[config.mk]
export PLATFORM = sky130hd
export DESIGN_NAME = fifo_push_arb2
export DESIGN_NICKNAME = d
export VERILOG_FILES = /design/src/rtl/fifo_push_arb2_pkg.sv /design/src/rtl/fifo_push_arb2_skid_buf2.sv /design/src/rtl/fifo_push_arb2.sv
export SDC_FILE = /design/constraint.sdc
export NUM_CORES = 1
export LEC_CHECK = 0
export ABC_AREA = 1
export CAP_MARGIN = 40
export CELL_PAD_IN_SITES_DETAIL_PLACEMENT = 0
export CELL_PAD_IN_SITES_GLOBAL_PLACEMENT = 1
export CORE_MARGIN = 2
export CORE_UTILIZATION = 39
export DETAILED_ROUTE_END_ITERATION = 10
export HOLD_SLACK_MARGIN = 0.05
export PLACE_DENSITY_LB_ADDON = 0.1
export SYNTH_ARGS = -nofsm -noshare
export SYNTH_HDL_FRONTEND = slang
export SYNTH_SLANG_ARGS = --single-unit
[constraint.sdc]
create_clock -name clk -period 1.5 [get_ports clk]
set_input_delay 0.375 -clock clk [delete_from_list [all_inputs] [get_ports clk]]
set_output_delay 0.375 -clock clk [all_outputs]
set_load 0.005 [all_outputs]
[src/rtl/fifo_push_arb2_pkg.sv]
// Shared constants for the two-channel FIFO push arbiter.
// Channel count and default word width live here.
package fifo_push_arb2_pkg;
    localparam int N_CH           = 2;
    localparam int DEF_DATA_WIDTH = 4;
endpackage

[src/rtl/fifo_push_arb2_skid_buf2.sv]
// Two-entry in-order buffer with occupancy counter.
// Storage is unreset; only pointers and count clear.
module skid_buf2
    import fifo_push_arb2_pkg::*;
#(
    parameter int DATA_WIDTH = DEF_DATA_WIDTH
) (
    input  logic                  clk,
    input  logic                  rst_n,
    input  logic                  Reset,
    input  logic                  wr,
    input  logic [DATA_WIDTH-1:0] wdata,
    input  logic                  rd,
    output logic [DATA_WIDTH-1:0] rdata,
    output logic [1:0]            cnt
);
    logic [DATA_WIDTH-1:0] mem [2];
    logic                  wptr;
    logic                  rptr;
    logic                  wr_ok;
    logic                  rd_ok;

    assign wr_ok = wr && (cnt != 2'd2);
    assign rd_ok = rd && (cnt != 2'd0);
    assign rdata = mem[rptr];

    always_ff @(posedge clk) begin
        if (wr_ok) mem[wptr] <= wdata;
    end

    always_ff @(posedge clk or negedge rst_n) begin
        if (!rst_n) begin
            wptr <= 1'b0;
            rptr <= 1'b0;
            cnt  <= 2'd0;
        end else if (Reset) begin
            wptr <= 1'b0;
            rptr <= 1'b0;
            cnt  <= 2'd0;
        end else begin
            if (wr_ok) wptr <= ~wptr;
            if (rd_ok) rptr <= ~rptr;
            // Simultaneous write and read leaves the count unchanged
            unique case ({wr_ok, rd_ok})
                2'b10:   cnt <= cnt + 2'd1;
                2'b01:   cnt <= cnt - 2'd1;
                default: cnt <= cnt;
            endcase
        end
    end
endmodule

[src/rtl/fifo_push_arb2.sv]
// Two producer channels buffered and round-robin merged
// into a single downstream FIFO push port.
module fifo_push_arb2
    import fifo_push_arb2_pkg::*;
#(
    parameter int DATA_WIDTH = DEF_DATA_WIDTH
) (
    input  logic                       clk,
    input  logic                       rst_n,
    input  logic                       Reset,
    input  logic [N_CH-1:0]            in_valid,
    input  logic [N_CH*DATA_WIDTH-1:0] in_data,
    output logic [N_CH-1:0]            in_ready,
    output logic                       push,
    output logic [DATA_WIDTH-1:0]      data_out,
    input  logic                       full,
    output logic                       grant
);
    logic [1:0]            cnt   [N_CH];
    logic [DATA_WIDTH-1:0] rdata [N_CH];
    logic [N_CH-1:0]       req;
    logic [N_CH-1:0]       wr;
    logic [N_CH-1:0]       rd;
    logic                  rr;

    for (genvar i = 0; i < N_CH; i++) begin : g_ch
        assign in_ready[i] = (cnt[i] != 2'd2);
        assign req[i]      = (cnt[i] != 2'd0);
        assign wr[i]       = in_valid[i] & in_ready[i];
        assign rd[i]       = push & (grant == 1'(i));

        skid_buf2 #(
            .DATA_WIDTH(DATA_WIDTH)
        ) u_buf (
            .clk   (clk),
            .rst_n (rst_n),
            .Reset (Reset),
            .wr    (wr[i]),
            .wdata (in_data[i*DATA_WIDTH +: DATA_WIDTH]),
            .rd    (rd[i]),
            .rdata (rdata[i]),
            .cnt   (cnt[i])
        );
    end

    assign push     = !full && (|req);
    assign data_out = rdata[grant];

    always_comb begin
        grant = 1'b0;
        unique case (1'b1)
            (req == 2'b11): grant = rr;
            (req == 2'b10): grant = 1'b1;
            default:        grant = 1'b0;
        endcase
    end

    // Pointer favours the channel that lost the last push
    always_ff @(posedge clk or negedge rst_n) begin
        if (!rst_n) begin
            rr <= 1'b0;
        end else if (Reset) begin
            rr <= 1'b0;
        end else if (push) begin
            rr <= ~grant;
        end
    end
endmodule

======== Word level (Yosys, flattened, before mapping) ========
Memories as Yosys holds them, arrays and structs flattened.
Index checks and enable logic that the tools add are counted.
Widths: inputs -> output; s select.
operators by class
  add/subtract/negate cells ............... 4
  order comparisons ....................... 1
  equality and inequality tests ........... 8
  muxes and demuxes ....................... 22
  bitwise operators ....................... 10
  reduce and logical (&&, ||, !) cells .... 16
operators with widths
  cell                 number
  $mux 1               14
  $reduce_bool 2->1    7
  $mux 4               3
  $eq 2x2->1 const B   4
  $pmux 2 s2           2
  $reduce_bool 3->1    2
  $logic_and 1x1->1    5
  $not 1->1            5
  $add 2x1->2 const B  2
  $and 1x1->1          4
  $eq 2x1->1 const B   2
  $mux 2               2
  $ne 2x2->1 const B   2
  $sub 2x1->2 const B  2
  $ge 2x2->1 const B   1
  $not 1->2            1
  $pmux 1 s2           1
  $reduce_or 2->1      1
  $logic_not 1->1      1
word-level totals
  bits in registers ....................... 9
  bits in writable memories ............... 16
  bits of input ports ..................... 14
  output and inout port bits .............. 8
  logic and storage cells ................. 70
  memories ................................ 2
memories
  name               depth  bits a word  read ports  clocked after Yosys merged registers in  write ports  line                            source
  g_ch[0].u_buf.mem  2      4            1           0                                        1            fifo_push_arb2_skid_buf2.sv:17  logic [DATA_WIDTH-1:0] mem [2];
  g_ch[1].u_buf.mem  2      4            1           0                                        1            fifo_push_arb2_skid_buf2.sv:17

======== Depth between registers and ports, before layout ========
Gate-level depths: netlist of run 1.
  depth after elaboration ................. 9
  gate-level depth with buffers ........... 8
  depth with buffers taken out ............ 8

======== By module ========
Synthesis of run 1 repeated with hierarchy kept, for this count alone.
unflattened totals
  cells, all modules ...................... 144
  area, all modules ....................... 1266.2 µm²
by module, submodules not included
  module          times used  cells an instance  area each (µm²)
  skid_buf2       2           55                 541.8
  fifo_push_arb2  1           34                 182.7

======== Worst setup path before layout of run 1 ========
OpenSTA, ideal clock, no wires.
  path kind ............................... register to output
  from .................................... register g_ch[1].u_buf.cnt[0]
  to ...................................... output port data_out[0]
  data arrival time ....................... 1043 ps
  required time ........................... 1125 ps
  path slack .............................. 82 ps
  cell stages (with the launch flop) ...... 7
  path buffers ............................ 1
  cell sequence ........................... dfrtp_1 nor2_4 inv_2 o21ai_2 buf_6 o211ai_1 o21ai_0
on the way
  longest elaborated chain between the ends .. 7
  elaborated cells on any way between the ends .. 8
  classes of those cells .................. eq/ne (2); mux (4); bitwise (1); reduce/logical (1)
RTL lines
  item                                           line                                        source
  start: declaration                             fifo_push_arb2_skid_buf2.sv:15              output logic [1:0] cnt
  start signal: assignment                       fifo_push_arb2_skid_buf2.sv:45              2'b10: cnt <= cnt + 2'd1;
  start signal: assignment                       fifo_push_arb2_skid_buf2.sv:46              2'b01: cnt <= cnt - 2'd1;
  start signal: assignment                       fifo_push_arb2_skid_buf2.sv:47              default: cnt <= cnt;
  $reduce_bool 2->1 (*)                          fifo_push_arb2.sv:28                        assign req[i] = (cnt[i] != 2'd0);
  $eq 2x2->1, on equally long branches           fifo_push_arb2.sv:53, fifo_push_arb2.sv:52
  $pmux 1 s2 (*)                                 fifo_push_arb2.sv:51                        unique case (1'b1)
  $not 1->2 (not written as such) (*)            fifo_push_arb2.sv:47                        assign data_out = rdata[grant];
  $mux 4 (not written as such) (*) (3 in a row)  fifo_push_arb2.sv:47
  end: declaration                               fifo_push_arb2.sv:15                        output logic [DATA_WIDTH-1:0] data_out,
Every way passes the cells marked *; elsewhere a longest branch is shown, timed or not. The select of a mux whose other input is x is not followed.

======== Final worst setup path of run 1 ========
  from .................................... register g_ch[0].u_buf.cnt[0]
  to ...................................... output port data_out[3]
on the way
  longest elaborated chain between the ends .. 7
  elaborated cells on any way between the ends .. 8
  classes of those cells .................. eq/ne (2); mux (4); bitwise (1); reduce/logical (1)
RTL lines
  item                                           line
  start: declaration                             fifo_push_arb2_skid_buf2.sv:15
  start signal: assignment                       fifo_push_arb2_skid_buf2.sv:45
  start signal: assignment                       fifo_push_arb2_skid_buf2.sv:46
  start signal: assignment                       fifo_push_arb2_skid_buf2.sv:47
  $reduce_bool 2->1 (*)                          fifo_push_arb2.sv:28
  $eq 2x2->1, on equally long branches           fifo_push_arb2.sv:53, fifo_push_arb2.sv:52
  $pmux 1 s2 (*)                                 fifo_push_arb2.sv:51
  $not 1->2 (not written as such) (*)            fifo_push_arb2.sv:47
  $mux 4 (not written as such) (*) (3 in a row)  fifo_push_arb2.sv:47
Marks and branches as above.

==> results of run 1 <==
-- final cells by class --
class | count | area (µm²)
Timing Repair Buffer | 48 | 399
Multi-Input combinational cell | 69 | 477
Tap cell | 33 | 41.3
Fill cell | 256 | 1280
Sequential cell | 25 | 707
Clock buffer | 4 | 26.3
Inverter | 11 | 43.8
-- cell usage after synthesis, drive strengths merged --
cell    instances
nand3           8
nand2b          1
mux2i           4
edfxtp         16
o211ai          4
xor2            1
nor2           13
or2             4
buf             3
nand3b          1
dfrtp           9
nand2          15
o21ai           9
inv            11
nand4           4
a21oi           4
-- power groups by stage --
stage / clock, mW / combinational, mW / sequential (mW)
finish: 0.296 / 1.60 / 0.989
global route: 0.331 / 1.75 / 1.00
CTS: 0.307 / 1.51 / 0.989
detailed placement: 0 / 1.39 / 0.986
global placement: 0 / 1.37 / 0.978
floorplan: 0 / 0.698 / 0.986
-- per-stage QoR --
step           power, mW  cell area, µm²  std cells  util, %  worst slack [ps]
3_5_place_dp        2.38            1570        179     52.9              -386
3_3_place_gp        2.34            1570        179     52.9              -362
5_1_grt             3.08            1690        190     56.9              -406
4_1_cts             2.81            1650        189     55.5              -350
6_report            2.88            1690        190     56.9              -315
2_1_floorplan       1.68            1180        107        -              82.4
-- layer usage --
metal | global-route usage, % | part of all wire [%]
met5 | 0 | 0
met4 | 6.82 | 0.83
met3 | 2.84 | 2.4
met2 | 24.6 | 50
met1 | 20.1 | 46
-- flip-flops by register name, summed over array words and instances (netlist names) --
name / flops
g_ch.u_buf.wptr: 2
rr: 1
g_ch.u_buf.rptr: 2
g_ch.u_buf.mem: 16
g_ch.u_buf.cnt: 4
-- worst max-delay path by stage --
stage | cells after the start | startpoint | to
after floorplan | 6 | g_ch[1].u_buf.cnt[0] | data_out[0]
after global placement | 3 | full | push
after detailed placement | 4 | rr | data_out[3]
after CTS | 6 | g_ch[0].u_buf.cnt[0] | data_out[3]
after global routing | 6 | g_ch[0].u_buf.cnt[0] | data_out[0]
final | 6 | g_ch[0].u_buf.cnt[0] | data_out[3]
-- kinds of logic after synthesis --
group / count (synthesis) / synth area share (%)
flops: 25 / 59.6
mux: 4 / 3.38
simple gates: 46 / 21.9
compound gates: 17 / 9.29
xor+xnor: 1 / 0.739
buf+inv: 14 / 5.17
-- timing repair --
item | in CTS | in global routing
buffers inserted | 6 | 4
hold endpoints to repair | 0 | 0
pin swaps | 7 | 7
gates resized for setup | 44 | 15
endpoints found under the setup margin | 8 | 18
cloned | 1 | 0
-- critical path, stage by stage (launching register included) --
cell and delay (ps):
dfrtp_1 430, nor2_4 130, buf_6 120, o21ai_4 70
buf_4 130, o21ai_1 110, buf_2 120
==> flow_metrics.env, run 1 <==
export IMPL_status="complete, but fails checks"
export IMPL_violations="negative setup slack"
export IMPL_fmax_mhz=551
export IMPL_hold_path_class="primary input to asynchronous set/reset pin"
export IMPL_arrival_ps=1440
export IMPL_p_int_mw=1.82
export IMPL_synth_area_top_cells="edfxtp_1, dfrtp_1, nand2_1"
export IMPL_core_area_um2=2980
export IMPL_cts_sinks=25
export IMPL_required_ps=1120
export IMPL_port_buffers=21
export IMPL_htree_num_levels=1
export IMPL_dieHeight_um=59.1
export IMPL_first_iter_violations=27
export IMPL_cp_start_kind="flip-flop"
export IMPL_syn_area_per_cell_um2=11.1
export IMPL_synth_top_area_share_pct=40.5
export IMPL_drive_gt1_share_pct=40.1
export IMPL_fin_crit_ps=1820
export IMPL_drt_wl_total_um=2410
export IMPL_reg2reg_slack_ps=-20
export IMPL_hold_ws_ps=354
export IMPL_grt_pass1_wl_um=3870
export IMPL_cts_hold_repair_buffers=0
export IMPL_die_x_um=59.1
export IMPL_cts_made_buffers=3
export IMPL_clk_pin_slew_ps=130
export IMPL_reg2regPathDepth=11
export IMPL_finClkSkew_ps=7.27
export IMPL_wl_per_cell_um=12.7
export IMPL_clk_path_buf_depth=2
export IMPL_vias=968
export IMPL_hold_violations=0
export IMPL_setup_ws_ps=-315
export IMPL_io_pins=22
export IMPL_tightestPinTransition_ps=452
export IMPL_fin_nets=172
export IMPL_ys_seq_area_share_pct=59.6
export IMPL_finalMaxSlewViolations=0
export IMPL_power_frac_clock_pct=10.3
export IMPL_power_density_nw_per_um2=1700
export IMPL_path_max_fanout=5
export IMPL_end_kind="primary output"
export IMPL_r2r_start="g_ch[0].u_buf.cnt[0]"
export IMPL_layout_common_cells="buf_4, edfxtp_1, clkdlybuf4s50_1"
export IMPL_relSlewSlack_pct=69.8
export IMPL_synth_seq_cells=25
export IMPL_dieArea_um2=3500
export IMPL_worstReg2RegEnd="g_ch[0].u_buf.cnt[1]"
export IMPL_post_dp_hpwl_um=1730
export IMPL_clock_latency_ps=310
export IMPL_drtPass1Iterations=4
export IMPL_cts_root_buf="clkbuf_4"
export IMPL_setup_viol=8
export IMPL_start_util_pct=39.8
export IMPL_tns_ps=-1730
export IMPL_final_common_cell="buf_4"
export IMPL_place_gp_congestion=0.747
export IMPL_rows=20
export IMPL_p_leak_nw=0.708
export IMPL_antenna_found_initial=0
export IMPL_grt_use_total_pct=15.3
export IMPL_yosys_warnings=0
export IMPL_avgViaCountPerCell=5.09
export IMPL_p_comb_share_pct=55.4
export IMPL_fin_crit_sh_pct=121
export IMPL_synthDistinctLibCells=26
export IMPL_syn_nets=121
export IMPL_grt_start_max_net_pins=14
export IMPL_grt_pass1_vias=869
export IMPL_yosys_area_top_type="edfxtp_1"
export IMPL_syn2layout_area_growth_pct=43.0
export IMPL_ant_nets=0
export IMPL_p_switching_mw=1.07
export IMPL_synthCells=107
export IMPL_vdd_ir_drop_worst_v=0.000748
export IMPL_drv_cap=0
export IMPL_remaining_drc_errors=0
export IMPL_sw_frac_of_total_pct=36.9
export IMPL_syn_area_um2=1180
export IMPL_worstSetupPathType="flip-flop to primary output"
export IMPL_cts_tree="built"
export IMPL_rsz0062_at_grt="true"
export IMPL_power_frac_seq_pct=34.3
export IMPL_antenna_cells=0
export IMPL_grt_overflow_total=0
(Power assumes the default switching activity.)
==> run 2: changes to the inputs <==
--- a/config.mk
+++ b/config.mk
@@ -13,7 +13,8 @@
 export CORE_UTILIZATION = 39
 export DETAILED_ROUTE_END_ITERATION = 10
 export HOLD_SLACK_MARGIN = 0.05
-export PLACE_DENSITY_LB_ADDON = 0.1
+export PLACE_DENSITY_LB_ADDON = 0.2
+export SLEW_MARGIN = 30
 export SYNTH_ARGS = -nofsm -noshare
 export SYNTH_HDL_FRONTEND = slang
 export SYNTH_SLANG_ARGS = --single-unit
==> flow_metrics.env, run 2 (synthesis results as in run 1) <==
export IMPL_worst_path_stages=6
export IMPL_first_iter_violations=30
export IMPL_r2r_start="g_ch[0].u_buf.cnt[1]"
export IMPL_drt_wl_total_um=2340
export IMPL_finClkSkew_ps=3.93
export IMPL_ant_nets=0
export IMPL_fin_nets=173
export IMPL_p_leak_nw=0.707
export IMPL_drive_gt1_share_pct=38.6
export IMPL_grt_pass1_wl_um=4000
export IMPL_wl_met1_um=1100
export IMPL_die_x_um=59.1
export IMPL_layout_common_cells="buf_4, edfxtp_1, clkdlybuf4s50_1"
export IMPL_antenna_found_initial=0
export IMPL_reg2reg_slack_ps=10
export IMPL_arrival_ps=1410
export IMPL_avgViaCountPerCell=4.74
export IMPL_place_gp_congestion=0.795
export IMPL_path_delay_family="flip-flops"
export IMPL_cp_start_kind="flip-flop"
export IMPL_fin_crit_ps=1790
export IMPL_vdd_ir_drop_worst_v=0.000886
export IMPL_io_pins=22
export IMPL_crit_slowest_cell="dfrtp_1"
export IMPL_end_kind="primary output"
export IMPL_syn2layout_area_growth_pct=40.7
export IMPL_antenna_cells=0
export IMPL_path_max_fanout=5
export IMPL_worstReg2RegEnd="g_ch[1].u_buf.cnt[0]"
export IMPL_power_density_nw_per_um2=1690
export IMPL_grt_start_max_net_pins=14
export IMPL_worstSetupPathType="flip-flop to primary output"
export IMPL_reg2regPathDepth=11
export IMPL_cts_tree="built"
export IMPL_finalMaxSlewViolations=0
export IMPL_cts_made_buffers=3
export IMPL_htree_num_levels=1
export IMPL_drtPass1Iterations=4
export IMPL_regMostFlops="g_ch.u_buf.mem"
export IMPL_hold_path_class="primary input to asynchronous set/reset pin"
export IMPL_status="complete, but fails checks"
export IMPL_fmax_mhz=559
export IMPL_cts_root_buf="clkbuf_4"
export IMPL_clock_latency_ps=300
export IMPL_clk_path_buf_depth=2
export IMPL_relSlewSlack_pct=69.9
export IMPL_setup_viol=7
export IMPL_post_dp_hpwl_um=1670
export IMPL_port_buffers=21
export IMPL_drv_cap=0
export IMPL_wl_per_cell_um=12.3
export IMPL_dieHeight_um=59.1
export IMPL_setup_ws_ps=-288
export IMPL_grt_pass1_vias=897
export IMPL_cts_sinks=25
export IMPL_fin_crit_sh_pct=119
export IMPL_route_met2_wl_um=1140
export IMPL_tightestPinTransition_ps=450
export IMPL_dr_wl_met3_um=76
export IMPL_clk_pin_slew_ps=130
export IMPL_final_common_cell="buf_4"
export IMPL_tns_ps=-1530
export IMPL_hold_violations=0
export IMPL_violations="negative setup slack"
export IMPL_start_util_pct=39.8
export IMPL_path_buf_inv=2
export IMPL_required_ps=1120
export IMPL_grt_use_total_pct=15.6
export IMPL_vias=906
export IMPL_grt_overflow_total=0
export IMPL_largest_reg_flops=16
export IMPL_path_cells="nor2_4, buf_6, o21ai_4, o211ai_1, o21ai_1, buf_2"
export IMPL_rows=20
export IMPL_core_area_um2=2980
export IMPL_dieArea_um2=3500
export IMPL_reg_top3="g_ch.u_buf.mem x16, g_ch.u_buf.cnt x4"
export IMPL_highest_layer="met4"
export IMPL_remaining_drc_errors=0
export IMPL_rsz0062_at_grt="true"
export IMPL_critPathMaxStageDelay_ps=410
export IMPL_total_power_mw=2.81
run 2: cell count changes in the layout (fill, tap and decap cells not counted), sizes merged:
cell and delta:
buf +2, clkbuf -1
run 2: cell type report:
type | count | area, µm²
fillers | 262 | 1310
clock buffers | 4 | 26.3
repair buffers | 49 | 399
inverters | 11 | 43.8
multi-input cells | 69 | 449
flip-flops and latches | 25 | 707
well taps | 33 | 41.3
run 2: where the power goes:
group / leakage, nW / total, mW / switching (mW) / internal [mW]
Combinational: 0.428 / 1.54 / 0.729 / 0.811
Sequential: 0.264 / 0.983 / 0.0983 / 0.885
Clock: 0.0150 / 0.286 / 0.182 / 0.104
Total: 0.707 / 2.81 / 1.01 / 1.80
run 2: repair_timing:
item,4_1_cts,5_1_grt
setup endpoints to repair,8,22
buffers inserted,10,1
pin swaps,8,9
resized for setup,48,3
gates cloned,1,0
hold endpoints to repair,0,0
hold buffers,0,0
run 2: per-stage QoR:
stage | utilization (%) | setup WS, ps | hold slack (ps) | instances | instance area (µm²)
detailed placement | 52.6 | -401 | 569 | 178 | 1570
global route | 56.0 | -402 | 374 | 191 | 1670
global placement | 52.6 | -358 | 548 | 178 | 1570
CTS | 56.4 | -346 | 363 | 193 | 1680
finish | 56.0 | -288 | 365 | 191 | 1670
floorplan | - | 82.4 | 79.4 | 107 | 1180
run 2: how the worst max path moves through the flow:
stage | start | endpoint | slack [ps]
finish | g_ch[0].u_buf.cnt[1] | data_out[0] | -290
global route | g_ch[0].u_buf.cnt[0] | data_out[1] | -400
CTS | g_ch[0].u_buf.cnt[0] | data_out[0] | -350
detailed placement | rr | data_out[0] | -400
global placement | full | push | -360
floorplan | g_ch[1].u_buf.cnt[0] | data_out[0] | 80
run 2: layer usage:
metal,global-route usage (%),up-vias
met3,3.06,2
met2,25.4,11
li1,-,470
met5,0,-
met4,5.84,0
met1,20.6,423
run 2: worst register-to-register path, delay by kind of cell, from the launching register on:
family | cells | cell delay [ps]
flops | 1 | 430
simple gates | 8 | 650
buf+inv | 3 | 320
==> run 3: changes to the inputs <==
--- a/config.mk
+++ b/config.mk
@@ -14,6 +14,7 @@
 export DETAILED_ROUTE_END_ITERATION = 10
 export HOLD_SLACK_MARGIN = 0.05
 export PLACE_DENSITY_LB_ADDON = 0.2
+export REMOVE_ABC_BUFFERS = 1
 export SLEW_MARGIN = 30
 export SYNTH_ARGS = -nofsm -noshare
 export SYNTH_HDL_FRONTEND = slang
==> flow_metrics.env, run 3 (synthesis results as in run 1) <==
export IMPL_status="complete, but fails checks"
export IMPL_violations="negative setup slack"
export IMPL_use_met1_pct=18.2
export IMPL_cts_root_buf="clkbuf_4"
export IMPL_cts_tree="built"
export IMPL_antenna_found_initial=0
export IMPL_path_max_fanout=6
export IMPL_io_pins=22
export IMPL_final_core_util_pct=57.1
export IMPL_finClkSkew_ps=7.85
export IMPL_grtUsageMet2_pct=26.2
export IMPL_dieHeight_um=59.1
export IMPL_end_kind="primary output"
export IMPL_port_buffers=21
export IMPL_rsz0062_at_grt="true"
export IMPL_clk_path_buf_depth=2
export IMPL_wl_per_cell_um=12.0
export IMPL_cts_made_buffers=3
export IMPL_n_fill_cell=262
export IMPL_rows=20
export IMPL_drv_cap=0
export IMPL_layout_common_cells="buf_4, edfxtp_1, clkdlybuf4s50_1"
export IMPL_drtPass1Iterations=4
export IMPL_remaining_drc_errors=0
export IMPL_core_area_um2=2980
export IMPL_fin_nets=171
export IMPL_first_iter_violations=34
export IMPL_grt_use_total_pct=14.9
export IMPL_vdd_ir_drop_worst_v=0.000933
export IMPL_ant_nets=0
export IMPL_vias=913
export IMPL_htree_num_levels=1
export IMPL_required_ps=1120
export IMPL_hold_violations=0
export IMPL_cts_sinks=25
export IMPL_fin_crit_ps=1820
export IMPL_grt_pass1_wl_um=3860
export IMPL_arrival_ps=1450
export IMPL_power_density_nw_per_um2=1730
export IMPL_fmax_mhz=548
export IMPL_avgViaCountPerCell=4.83
export IMPL_antenna_cells=0
export IMPL_syn2layout_area_growth_pct=43.4
export IMPL_clock_latency_ps=310
export IMPL_grt_busiest_layer="met2"
export IMPL_final_common_cell="buf_4"
export IMPL_largest_reg_flops=16
export IMPL_setup_ws_ps=-323
export IMPL_cp_start_kind="flip-flop"
export IMPL_grt_overflow_total=0
export IMPL_p_leak_nw=0.715
export IMPL_drive_gt1_share_pct=39.7
export IMPL_regMostFlops="g_ch.u_buf.mem"
export IMPL_worstSetupPathType="flip-flop to primary output"
export IMPL_total_power_mw=2.94
export IMPL_reg_top3="g_ch.u_buf.mem x16, g_ch.u_buf.cnt x4"
export IMPL_start_util_pct=39.8
export IMPL_clk_pin_slew_ps=130
export IMPL_die_x_um=59.1
export IMPL_cp_startpoint="g_ch[0].u_buf.cnt[0]"
export IMPL_fin_crit_sh_pct=122
export IMPL_relSlewSlack_pct=69.4
export IMPL_grt_pass1_vias=891
export IMPL_post_dp_hpwl_um=1720
export IMPL_place_gp_congestion=0.755
export IMPL_dieArea_um2=3500
export IMPL_tightestPinTransition_ps=457
export IMPL_drt_wl_total_um=2270
export IMPL_setup_viol=10
export IMPL_hold_path_class="primary input to asynchronous set/reset pin"
export IMPL_cts_hold_repair_buffers=0
export IMPL_gr_usage_met3_pct=2.84
export IMPL_r2r_start="g_ch[0].u_buf.cnt[0]"
export IMPL_finalMaxSlewViolations=0
export IMPL_grt_start_max_net_pins=15
run 3: cell types whose count changed in the layout (fill, tap and decap cells not counted):
| cell | change |
|---|---|
| dfrtp_2 | -1 |
| clkbuf_1 | -1 |
| nor2_4 | +1 |
| nor2_2 | -1 |
| o21ai_0 | -2 |
| nand2_8 | +1 |
| dfrtp_1 | +1 |
| a21oi_1 | -1 |
| buf_4 | -6 |
| clkinv_2 | +1 |
| buf_6 | +5 |
| o21ai_2 | +1 |
| nand2_2 | -1 |
| a21oi_2 | +1 |
run 3: repair_timing:
action,4_1_cts,5_1_grt
setup buffers,6,3
setup endpoints to repair,8,14
pin swaps,9,6
gates resized for setup,52,12
endpoints found under the hold margin,0,0
run 3: stage by stage:
step	cell area, µm²	hold WS (ps)	std cells	setup TNS [ps]	worst slack (ps)
final	1700	365	189	-1920	-323
after global routing	1700	387	189	-3210	-452
after CTS	1660	375	188	-1960	-367
after detailed placement	1570	566	178	-2620	-424
after global placement	1570	546	178	-2130	-358
after floorplan	1160	79.4	104	0	67.2
run 3: path summary, 6_finish.rpt:
kind / end / slack [ps] / cells past startpoint
min reg2reg: g_ch[0].u_buf.wptr / 590 / 2
min in group clk: g_ch[0].u_buf.wptr / 590 / 2
max reg2reg: g_ch[0].u_buf.cnt[1] / -40 / 11
max: data_out[1] / -320 / 6
min: g_ch[1].u_buf.wptr / 360 / 1
max in group asynchronous: rr / 820 / 1
run 3: report_power, final:
part	switching (mW)	total [mW]	internal [mW]
combinational	0.782	1.67	0.890
clock	0.187	0.286	0.0994
sequential	0.0952	0.978	0.883
run 3: final cells by class:
class	count	area, µm²	share of cell area (%)
sequential	25	706	41.5
multi-input combinational	68	470	27.7
timing repair buffer	48	410	24.2
inverter	11	43.8	2.58
tap	33	41.3	2.43
clock buffer	3	22.5	1.33
clock inverter	1	5.00	0.295
run 3: metal layers:
metal	vias up	share of wire, %
met3	2	3.1
met2	11	53
li1	469	-
met5	-	0
met4	0	0.84
met1	431	43
run 3: critical path, stage by stage (launching register included):
cell     delay [ps]
dfrtp_1         430
nor2_4          130
buf_6           110
o21ai_4          70
buf_4           140
o21ai_1         130
buf_2           130
